===== src/rtl/miner_job_ctrl.sv =====
// Job/report controller between a byte-wide host link and a hash core:
// assembles 52-byte job frames, pulses the miner on commit, reports golden nonces.
module miner_job_ctrl #(
  parameter logic [23:0] RX_TIMEOUT = 24'd10_000_000,
  parameter logic [7:0]  REPORT_HDR = 8'hA5
) (
  input  logic         hash_clk,
  input  logic         reset_n,
  input  logic [7:0]   rx_data,
  input  logic         rx_valid,
  output logic         rx_ready,
  output logic [7:0]   tx_data,
  output logic         tx_valid,
  input  logic         tx_ready,
  output logic [255:0] midstate,
  output logic [95:0]  work_data,
  output logic [31:0]  nonce_min,
  output logic [31:0]  nonce_max,
  output logic         miner_reset,
  input  logic [31:0]  golden_nonce,
  input  logic         new_golden_nonce,
  output logic         mining
);

  typedef enum logic [1:0] {IDLE, START, MINING, REPORT} state_t;

  state_t         state_q, state_d;
  logic [5:0]     byte_cnt_q;
  logic [23:0]    to_cnt_q;
  logic [2:0]     tx_idx_q;
  logic [415:0]   shadow_q;
  logic [31:0]    nonce_lat_q;
  logic           ngn_prev_q;
  logic           rx_ready_q, tx_valid_q, miner_reset_q, mining_q;
  logic [7:0]     tx_data_q;
  logic [255:0]   midstate_q;
  logic [95:0]    work_data_q;
  logic [31:0]    nonce_min_q, nonce_max_q;

  logic           rx_fire, frame_done, gn_rise, tx_fire;
  logic [7:0]     tx_next_byte;

  always_comb begin
    rx_fire    = rx_valid && rx_ready_q;
    frame_done = rx_fire && (byte_cnt_q == 6'd51);
    gn_rise    = new_golden_nonce && !ngn_prev_q;
    tx_fire    = tx_valid_q && tx_ready;
    state_d    = state_q;
    case (state_q)
      IDLE:    if (frame_done) state_d = START;
      START:   state_d = MINING;
      MINING:  if (frame_done) state_d = START;
               else if (gn_rise) state_d = REPORT;
      REPORT:  if (tx_fire && (tx_idx_q == 3'd4)) state_d = IDLE;
      default: state_d = IDLE;
    endcase
    case (tx_idx_q)
      3'd0:    tx_next_byte = nonce_lat_q[31:24];
      3'd1:    tx_next_byte = nonce_lat_q[23:16];
      3'd2:    tx_next_byte = nonce_lat_q[15:8];
      default: tx_next_byte = nonce_lat_q[7:0];
    endcase
  end

  always_ff @(posedge hash_clk) begin
    if (!reset_n) begin
      state_q       <= IDLE;
      byte_cnt_q    <= '0;
      to_cnt_q      <= '0;
      tx_idx_q      <= '0;
      shadow_q      <= '0;
      nonce_lat_q   <= '0;
      ngn_prev_q    <= 1'b0;
      rx_ready_q    <= 1'b0;
      tx_valid_q    <= 1'b0;
      tx_data_q     <= '0;
      miner_reset_q <= 1'b0;
      mining_q      <= 1'b0;
      midstate_q    <= '0;
      work_data_q   <= '0;
      nonce_min_q   <= '0;
      nonce_max_q   <= '0;
    end else begin
      state_q       <= state_d;
      ngn_prev_q    <= new_golden_nonce;
      rx_ready_q    <= (state_d == IDLE) || (state_d == MINING);
      miner_reset_q <= (state_d == START);
      mining_q      <= (state_d == MINING);

      // Bytes arrive MSB-first, so shifting in is equivalent to writing
      // the slot addressed by byte_cnt_q; the counter still tracks fill level.
      if (rx_fire) begin
        to_cnt_q <= '0;
        if (frame_done) begin
          {midstate_q, work_data_q, nonce_min_q, nonce_max_q} <= {shadow_q[407:0], rx_data};
          byte_cnt_q <= '0;
        end else begin
          shadow_q   <= {shadow_q[407:0], rx_data};
          byte_cnt_q <= byte_cnt_q + 6'd1;
        end
      end else if (byte_cnt_q != '0) begin
        if (to_cnt_q == RX_TIMEOUT) begin
          byte_cnt_q <= '0;
          to_cnt_q   <= '0;
          shadow_q   <= '0;
        end else begin
          to_cnt_q <= to_cnt_q + 24'd1;
        end
      end

      if ((state_q == MINING) && (state_d == REPORT)) begin
        nonce_lat_q <= golden_nonce;
        tx_valid_q  <= 1'b1;
        tx_data_q   <= REPORT_HDR;
        tx_idx_q    <= '0;
      end else if (tx_fire) begin
        if (tx_idx_q == 3'd4) begin
          tx_valid_q <= 1'b0;
          tx_idx_q   <= '0;
        end else begin
          tx_data_q <= tx_next_byte;
          tx_idx_q  <= tx_idx_q + 3'd1;
        end
      end
    end
  end

  assign rx_ready    = rx_ready_q;
  assign tx_valid    = tx_valid_q;
  assign tx_data     = tx_data_q;
  assign miner_reset = miner_reset_q;
  assign mining      = mining_q;
  assign midstate    = midstate_q;
  assign work_data   = work_data_q;
  assign nonce_min   = nonce_min_q;
  assign nonce_max   = nonce_max_q;

endmodule


===== config.mk =====
export PLATFORM = sky130hd
export DESIGN_NAME = miner_job_ctrl
export DESIGN_NICKNAME = d
export VERILOG_FILES = /design/src/rtl/miner_job_ctrl.sv
export SDC_FILE = /design/constraint.sdc
export NUM_CORES = 1
export LEC_CHECK = 0
export BUFFER_PORTS_ARGS = -buffer_cell sky130_fd_sc_hd__buf_2
export CAP_MARGIN = 20
export CORE_UTILIZATION = 30
export DETAILED_ROUTE_END_ITERATION = 10
export GPL_ROUTABILITY_DRIVEN = 0
export PLACE_DENSITY = 0.56
export SLEW_MARGIN = 0
export SYNTH_ARGS = -nofsm -noshare
export SYNTH_HDL_FRONTEND = slang
export SYNTH_SLANG_ARGS = --single-unit

===== constraint.sdc =====
create_clock -name hash_clk -period 5.7 [get_ports hash_clk]
set_input_delay 0.855 -clock hash_clk [delete_from_list [all_inputs] [get_ports hash_clk]]
set_output_delay 0.855 -clock hash_clk [all_outputs]
set_load 0.05 [all_outputs]

## Yosys cells after proc, flatten, opt, wreduce, memory -nomap -nowiden

Index checks and enable logic that the tools add are counted.
Widths: inputs -> output; s select.

- Word-level logic and storage cells: 81
- Register bits after elaboration: 904

- Eq/ne operators: 13
- Add/subtract/negate cells: 3
- Reduce and logical (&&, ||, !) cells: 24
- Muxes and demuxes: 22
- Bitwise logic cells: 2

Operators with widths:

| kind | count |
|---|---|
| $mux 408 | 4 |
| $add 24x1->24 const B | 1 |
| $eq 24x24->1 const B | 1 |
| $mux 24 | 1 |
| $mux 6 | 4 |
| $mux 8 | 3 |
| $pmux 8 s3 | 1 |
| $reduce_and 2->1 | 5 |
| $eq 2x2->1 const B | 4 |
| $mux 2 | 4 |
| $pmux 2 s4 | 1 |
| $reduce_bool 2->1 | 4 |
| $add 6x1->6 const B | 1 |
| $eq 6x6->1 const B | 1 |
| $logic_and 1x1->1 | 6 |
| $reduce_bool 6->1 | 1 |
| $eq 2x1->1 const B | 2 |
| $logic_not 2->1 | 2 |
| $reduce_or 2->1 | 2 |
| $add 3x1->3 const B | 1 |
| $eq 3x1->1 const B | 1 |
| $eq 3x2->1 const B | 1 |
| $eq 3x3->1 const B | 1 |
| $logic_not 3->1 | 1 |
| 8 further kinds | 11 |

## Depth between registers and ports, before layout

Gate-level depths: netlist of run 1.

- Word-level depth: 9
- Mapped depth: 10
- Gate-level depth less buffers: 6

## Least setup slack after synthesis of run 1

OpenSTA, ideal clock, no wires.

- Path kind: input to register
- Start: input reset_n
- End: register shadow_q[233]
- Slack: 3289 ps
- Cell stages on the path: 8
- Arrival: 2343 ps
- Data required time: 5631 ps
- Cell sequence: buf_2 -> nand3_1 -> nor3_1 -> clkbuf_1 -> buf_2 -> clkbuf_1 -> a22oi_1 -> o21ai_1

RTL lines:

| item | RTL line | text |
|---|---|---|
| from (decl) | 8 | `input logic reset_n,` |
| to (signal assigned) | 98 | `shadow_q <= {shadow_q[407:0], rx_data};` |
| to (decl) | 31 | `logic [415:0] shadow_q;` |

## Worst setup path in the final report of run 1

- Start: register to_cnt_q[4]
- End: register shadow_q[361]

- Longest elaborated chain between the ends: 3

Ends and longest elaborated chain:

| item | RTL line | text |
|---|---|---|
| from (decl) | 29 | `logic [23:0] to_cnt_q;` |
| from (signal assigned) | 107 | `to_cnt_q <= to_cnt_q + 24'd1;` |
| $eq 24x24->1 | 102 | `if (to_cnt_q == RX_TIMEOUT) begin` |
| $reduce_bool 2->1 (no line) | - |  |
| $reduce_and 3->1 (no line) | - |  |

Every way passes these cells.
A chain may end at the register's enable or synchronous reset.

==> flow_summary.json, run 1 <==
{
  "p_leak_nw": 13.87,
  "grt_start_max_net_pins": 224,
  "antenna_found_initial": 3,
  "worst-r2r-cell-count": 5,
  "crit_path_max_incr_delay_ns": 0.75,
  "coreArea_sq_mm": 0.1093,
  "p_switching_mw": 2.954,
  "drt_iter0_drc": 1969,
  "yosys_warnings": 0,
  "synth.area.top_cells": "dfxtp_1 55%, nand2_1 9.6%, a22oi_1 9.2%",
  "drive_gt1_share_pct": 15.53,
  "r2r-end": "shadow_q[361]$_SDFFE_PN0P_",
  "ys.flop_type": "dfxtp_1",
  "timing_max_transition_violations_final": 0,
  "drt-pass1-iter-count": 6,
  "hold_path_class": "input pin to register",
  "postRouteWirelength_um": 98560,
  "p_clk_share_pct": 50.1,
  "grt_setup_unrepaired": "no",
  "io_pins": 473,
  "fin_tns_setup_ns": 0,
  "num_vias": 27790,
  "p_int_mw": 10.16,
  "worstSetupStartpointType": "register",
  "holdPathStages": 3,
  "rows": 121,
  "n_fill_cell": 11340,
  "yosysSeqAreaShare_pct": 54.56,
  "hold_end": "nonce_lat_q[6]$_SDFFE_PN0P_",
  "cp_max_fo": 223,
  "avgSynthCellArea_sq_um": 8.336,
  "htree_levels": 3,
  "hold_start": "golden_nonce[6]",
  "hpwl_um": 60940,
  "vias_per_cell": 4.758,
  "port_buffers": 472,
  "status": "finished, final reports clean",
  "hold_viol": 0,
  "overflow": 0,
  "dieArea_sq_mm": 0.1119,
  "path_cells": "or4_1, or3_1, o31ai_4, buf_12, o21ai_0",
  "grt_use_total_pct": 16.95,
  "cts_setup_buffers": 0,
  "ant_nets": 0,
  "clkLatencyLatePin_ns": 0.69,
  "cts_root_buffer": "clkbuf_16",
  "cts_tree": "yes",
  "power_density_mw_per_mm2": 328.7,
  "post_cts_resized": 0,
  "first_global_vias": 25370,
  "setup_violations": 0,
  "syn_inst": 3979,
  "yosys_register_bits": 904,
  "fin_crit_ns": 3.388,
  "crit_path_end_kind": "register",
  "drc": 0,
  "clock_skew_ns": 0.04700,
  "synthToLayoutAreaGrowth_pct": 20.24,
  "wl_per_cell_um": 16.88,
  "swShare_pct": 22.53,
  "ctsHoldBuffers": 0,
  "pre_cts_ws_ns": 2.201,
  "worst_slew_pin_slew_ns": 1.294,
  "setup_ws_ns": 2.312,
  "mappedNetlistArea_sq_mm": 0.03317,
  "final_nets": 4329,
  "path_clk_slew_ns": 0.06,
  "power_mw": 13.11,
  "cts_made_buffers": 99,
  "seqPwrFrac_pct": 48.3,
  "netlist-cell-type-count": 53,
  "clock_sinks": 904,
  "grt_first_pass_wirelength_um": 152000,
  "synth_nets": 4032,
  "combinationalPowerShare_pct": 1.6,
  "initial_core_util_pct": 30.35,
  "r2r-start": "to_cnt_q[4]$_SDFFE_PP0P_",
  "vdd_drop_max_uv": 262.1,
  "fin_crit_sh_pct": 59.44,
  "die_width_um": 334.5,
  "die_height_um": 334.5,
  "max_freq_mhz": 295.2,
  "synth-async-reset-ratio_pct": 0,
  "drv_cap": 0,
  "clock_path_buffers": 3,
  "relSlewSlack_pct": 13.74,
  "yosysTopAreaCell": "dfxtp_1",
  "crit_type": "register to register",
  "r2r_setup_slack_ns": 2.31,
  "synth.top_cell.area_share_pct": 54.56,
  "arrival_ns": 3.90,
  "crit_slowest_cell": "o31ai_4",
  "synth_edf_count": 0,
  "required_ns": 6.21
}
-- power by group through the flow --
stage	Sequential [mW]	Clock (mW)	Combinational [mW]
after floorplan	6.47	0	0.148
final	6.33	6.57	0.212
after CTS	6.33	6.75	0.214
after global routing	6.33	7.00	0.233
after detailed placement	6.47	0	0.214
after global placement	6.47	0	0.214
-- worst max-delay path by stage --
stage	startpoint	to	slack [ns]	cells past startpoint
after floorplan	reset_n	shadow_q[233]$_SDFFE_PN0P_	3.29	8
after global placement	reset_n	shadow_q[353]$_SDFFE_PN0P_	2.25	6
after detailed placement	reset_n	shadow_q[361]$_SDFFE_PN0P_	2.20	6
after CTS	to_cnt_q[4]$_SDFFE_PP0P_	shadow_q[372]$_SDFFE_PN0P_	2.47	5
after global routing	byte_cnt_q[0]$_SDFFE_PN0P_	shadow_q[347]$_SDFFE_PN0P_	2.11	7
final	to_cnt_q[4]$_SDFFE_PP0P_	shadow_q[361]$_SDFFE_PN0P_	2.31	5
-- per-layer routing --
| metal | share of wire (%) | GRT usage [%] |
|---|---|---|
| met3 | 5.8 | 4.002 |
| met5 | 0 | 0 |
| met1 | 46 | 22.67 |
| met2 | 46 | 26.63 |
| met4 | 2.9 | 5.807 |
-- metrics by stage --
stage	hold slack, ns	cell area, sq um	utilization (%)	std cells
global placement	0.4398	36490	33.38	5648
detailed placement	0.4430	36490	33.38	5648
global route	0.3837	39880	36.48	5838
floorplan	0.4446	33170	-	3979
finish	0.4194	39880	36.49	5840
CTS	0.3614	39830	36.44	5833
-- cell usage in the layout (no fill, tap or decap), types with 3 or more instances in the layout --
master / synthesis / routed
and3_1: 6 / 6
ha_1: 8 / 8
a31oi_1: 4 / 3
nand4_1: 6 / 6
nor4bb_1: 3 / 3
nor3_1: 13 / 11
clkinvlp_4: 0 / 4
inv_6: 0 / 5
or4_1: 14 / 14
a22oi_1: 408 / 408
dfxtp_1: 904 / 904
nand2_1: 849 / 849
clkbuf_16: 0 / 100
o21ai_1: 101 / 101
xor2_1: 6 / 6
or3_1: 3 / 3
o21ai_0: 321 / 321
buf_4: 1 / 9
inv_1: 418 / 418
nand3_1: 10 / 9
clkinv_2: 0 / 31
buf_2: 45 / 473
and2_1: 5 / 5
a211oi_1: 4 / 4
o31ai_1: 14 / 14
diode_2: 0 / 4
o211ai_1: 3 / 3
and4_1: 3 / 3
o21a_1: 5 / 5
buf_12: 0 / 13
nor2_1: 55 / 55
a222oi_1: 8 / 8
a21oi_1: 445 / 444
bufinv_16: 0 / 7
clkbuf_8: 0 / 18
mux2i_1: 36 / 36
nor4_1: 3 / 3
clkbuf_1: 234 / 14
-- synthesized netlist by cell type (2+ instances only) --
cell type and number:
o21ai_1 101, a31oi_1 4, nand4bb_1 2, a211oi_1 4, o211ai_1 3, ha_1 8
buf_1 10, a21oi_1 445, xor2_1 6, o21ai_0 321, nor3_1 13, o21a_1 5
and2_1 5, nand4b_1 2, dfxtp_1 904, a22oi_1 408, or4_1 14, nor4_1 3
buf_6 10, a222oi_1 8, nand2_1 849, clkbuf_1 234, nand4_1 6, nand3_1 10
and3_1 6, or3_1 3, nand2b_1 2, o31ai_1 14, nor4bb_1 3, nor2_1 55
mux2i_1 36, buf_2 45, inv_1 418, and4_1 3
-- kinds of logic (layout without fill, tap and decap cells) --
group / count (synthesis) / after routing / share of synthesized area, %
AOI/OAI and AO/OA: 1320 / 1320 / 23.44
and+or+nand+nor: 984 / 984 / 11.84
DFF: 904 / 904 / 54.56
buffers and inverters: 720 / 1101 / 8.589
muxes: 36 / 36 / 1.086
adders and majority gates: 8 / 8 / 0.3018
xor gates and xnor gates: 7 / 7 / 0.1848
other: 0 / 4 / 0
-- sequential cells by signal, indices dropped and copies added (netlist names), 2 cells and up --
| name | flops |
|---|---|
| nonce_min | 32 |
| to_cnt_q | 24 |
| shadow_q | 408 |
| midstate | 256 |
| nonce_max | 32 |
| byte_cnt_q | 6 |
| nonce_lat_q | 32 |
| work_data | 96 |
| tx_idx_q | 3 |
| state_q | 2 |
| tx_data | 8 |
-- area by class of cell --
type                    count  area [sq um]  share of cell area (%)
clock inverters            53         543.0                   1.362
diodes                      4         10.01                 0.02510
repair buffers            497          2730                   6.845
flip-flops and latches    904         18100                   45.38
well taps                1476          1847                   4.631
inverters                 419          1580                   3.962
clock buffers             132          2803                   7.027
multi-input cells        2355         12270                   30.77
-- critical path: cells and delay by family, from the launching register on --
| kind | cells | cell delay (ns) |
|---|---|---|
| and+or+nand+nor | 2 | 0.90 |
| buffers and inverters | 1 | 0.58 |
| DFF | 1 | 0.35 |
| AOI/OAI and AO/OA | 2 | 0.95 |
No activity file was read; power rests on OpenSTA's default activity.
==> run 2, diff against run 1 <==
--- a/config.mk
+++ b/config.mk
@@ -5,6 +5,7 @@
 export SDC_FILE = /design/constraint.sdc
 export NUM_CORES = 1
 export LEC_CHECK = 0
+export ABC_AREA = 1
 export BUFFER_PORTS_ARGS = -buffer_cell sky130_fd_sc_hd__buf_2
 export CAP_MARGIN = 20
 export CORE_UTILIZATION = 30
==> constraint.sdc (replaced) <==
create_clock -name hash_clk -period 3.2 [get_ports hash_clk]
set_input_delay 0.48 -clock hash_clk [delete_from_list [all_inputs] [get_ports hash_clk]]
set_output_delay 0.48 -clock hash_clk [all_outputs]
set_load 0.05 [all_outputs]
==> flow_summary.json, run 2 <==
{
  "die_width_um": 340.5,
  "largest_reg_flops": 408,
  "p_leak_nw": 21.79,
  "drt-pass1-iter-count": 5,
  "cp_top_family": "buffers and inverters",
  "grt_setup_unrepaired": "no",
  "ctsHoldBuffers": 8,
  "synth_most_common_cell": "nand2_1",
  "initial_core_util_pct": 30.42,
  "seqCellArea_sq_mm": 0.01810,
  "die_height_um": 340.5,
  "cts_setup_buffers": 0,
  "clock_sinks": 904,
  "n_fill_cell": 12150,
  "grt_use_total_pct": 16.80,
  "drive_gt1_share_pct": 13.04,
  "fin_crit_sh_pct": 75.20,
  "ys.flop_type": "dfxtp_1",
  "clock_skew_ns": 0.02424,
  "crit_type": "register to register",
  "yosys-top-cells-count": "1727 x nand2_1, 904 x dfxtp_1, 904 x nor2_1",
  "synth.top_cell.area_share_pct": 52.66,
  "hold_viol": 0,
  "setup_violations": 0,
  "relSlewSlack_pct": 33.51,
  "ant_nets": 0,
  "hpwl_um": 65260,
  "synth_edf_count": 0,
  "drt_iter0_drc": 1723,
  "crit_buf_inv": 2,
  "top_register": "shadow_q",
  "power_density_mw_per_mm2": 576.0,
  "dpl.cell_count": 6657,
  "synth-async-reset-ratio_pct": 0,
  "crit_slowest_cell": "inv_8",
  "worst_slew_pin_slew_ns": 0.9974,
  "cts_made_buffers": 101,
  "dpl_cell_area_sq_mm": 0.03800,
  "synth_nets": 4975,
  "crit_path_max_incr_delay_ns": 0.67,
  "syn_inst": 4922,
  "num_vias": 29650,
  "multiInputGateArea_sq_mm": 0.01309,
  "cpMostUsedCell": "nand2_1",
  "cts_tree": "yes",
  "io_pins": 473,
  "post_cts_resized": 0,
  "netlist-cell-type-count": 32,
  "path_clk_slew_ns": 0.06,
  "required_ns": 3.80,
  "timing_max_transition_violations_final": 0,
  "htree_levels": 3,
  "yosysTopAreaCell": "dfxtp_1",
  "p_clk_share_pct": 50.1,
  "synth.area.top_cells": "dfxtp_1 53%, nand2_1 19%, nor2_1 9.9%",
  "yosys_warnings": 0,
  "wl_per_cell_um": 14.52,
  "arrival_ns": 3.01,
  "clkLatencyLatePin_ns": 0.68,
  "layout_commonest_cell": "nand2_1",
  "setup_ws_ns": 0.7937,
  "drc": 0,
  "final_area_sq_mm": 0.04154,
  "port_buffers": 472,
  "drv_cap": 0,
  "dieArea_sq_mm": 0.1159,
  "fin_cells": 6853,
  "yosysSeqAreaShare_pct": 52.66,
  "final_nets": 5321,
  "mappedNetlistArea_sq_mm": 0.03437,
  "worstSetupStartpointType": "register",
  "avgSynthCellArea_sq_um": 6.983,
  "p_int_mw": 18.57,
  "antenna_found_initial": 0,
  "hold_slack_ns": 0.07326,
  "swShare_pct": 22.40,
  "combinationalPowerShare_pct": 2.8,
  "first_global_vias": 27870,
  "vdd_drop_max_uv": 420.2,
  "cp_max_fo": 134,
  "overflow": 0,
  "clock_path_buffers": 3,
  "synthToLayoutAreaGrowth_pct": 20.88,
  "coreArea_sq_mm": 0.1130,
  "hold_path_class": "input pin to register",
  "pre_cts_ws_ns": 0.4852,
  "power_mw": 23.93,
  "fin_tns_setup_ns": 0,
  "yosys_register_bits": 904,
  "grt_first_pass_wirelength_um": 156900,
  "rows": 123,
  "postRouteWirelength_um": 99480,
  "cts_root_buffer": "clkbuf_16",
  "post-route-util_pct": 36.78,
  "max_freq_mhz": 415.6,
  "path_cells": "ha_1, nand4_4, nand2_1, inv_8, buf_12, nand2_1, nand2_1",
  "seqPwrFrac_pct": 47.1,
  "vias_per_cell": 4.327,
  "status": "finished, final reports clean",
  "final_cell_mix": "1726 x nand2_1, 904 x dfxtp_1, 903 x nor2_1, 490 x inv_1, 471 x buf_2",
  "grt_start_max_net_pins": 210,
  "crit_path_end_kind": "register",
  "fin_crit_ns": 2.406,
  "p_switching_mw": 5.360
}
[run 2: changes by cell type after synthesis, moves of 36 or more]
cell	delta
a22oi_1	-407
nor2_1	+849
a21oi_1	-393
nand2_1	+878
o21ai_1	-100
o21ai_0	+149
clkbuf_1	-47
inv_1	+73
mux2i_1	-36
[run 2: per-layer routing]
layer / vias to the layer above / share of wire [%] / GRT usage, % / routed length (um)
met3: 129 / 6.5 / 4.446 / 6471
met5: - / 0 / 0 / 0
met1: 13490 / 46 / 22.02 / 45950
met2: 518 / 45 / 26.98 / 44810
li1: 15520 / - / - / -
met4: 0 / 2.3 / 4.895 / 2248
[run 2: kinds of logic after synthesis]
logic type | count (synthesis) | synth area share (%)
adders and majority gates | 8 | 0.2913
buffers and inverters | 783 | 9.342
and+or+nand+nor | 2684 | 29.64
DFF | 904 | 52.66
xor gates and xnor gates | 3 | 0.07647
AOI/OAI and AO/OA | 540 | 7.995
[run 2: power groups by stage]
stage / clock (mW) / sequential [mW] / combinational (mW)
final: 12.0 / 11.3 / 0.667
after global routing: 12.8 / 11.3 / 0.746
after CTS: 12.3 / 11.3 / 0.683
after detailed placement: 0 / 11.5 / 0.673
after global placement: 0 / 11.5 / 0.676
after floorplan: 0 / 11.5 / 0.456
[run 2: final timing paths]
path	startpoint	endpoint	slack, ns	depth (start not counted)
max	byte_cnt_q[0]$_SDFFE_PN0P_	shadow_q[176]$_SDFFE_PN0P_	0.79	7
min	rx_data[3]	shadow_q[3]$_SDFFE_PN0P_	0.07	3
min reg2reg	nonce_lat_q[12]$_SDFFE_PN0P_	nonce_lat_q[12]$_SDFFE_PN0P_	0.45	2
max reg2reg	byte_cnt_q[0]$_SDFFE_PN0P_	shadow_q[176]$_SDFFE_PN0P_	0.79	7
[run 2: cell type report]
type / count / share of cell area, %
inverters: 495 / 4.509
multi-input cells: 3235 / 31.51
diodes: 2 / 0.01205
clock buffers: 153 / 7.231
clock inverters: 33 / 1.087
flip-flops and latches: 904 / 43.56
well taps: 1500 / 4.518
repair buffers: 531 / 7.577
[run 2: worst reg2reg max path, stage by stage (launching register included)]
cell	delay [ns]
dfxtp_1	0.35
ha_1	0.27
nand4_4	0.23
nand2_1	0.24
inv_8	0.67
buf_12	0.36
nand2_1	0.14
nand2_1	0.07
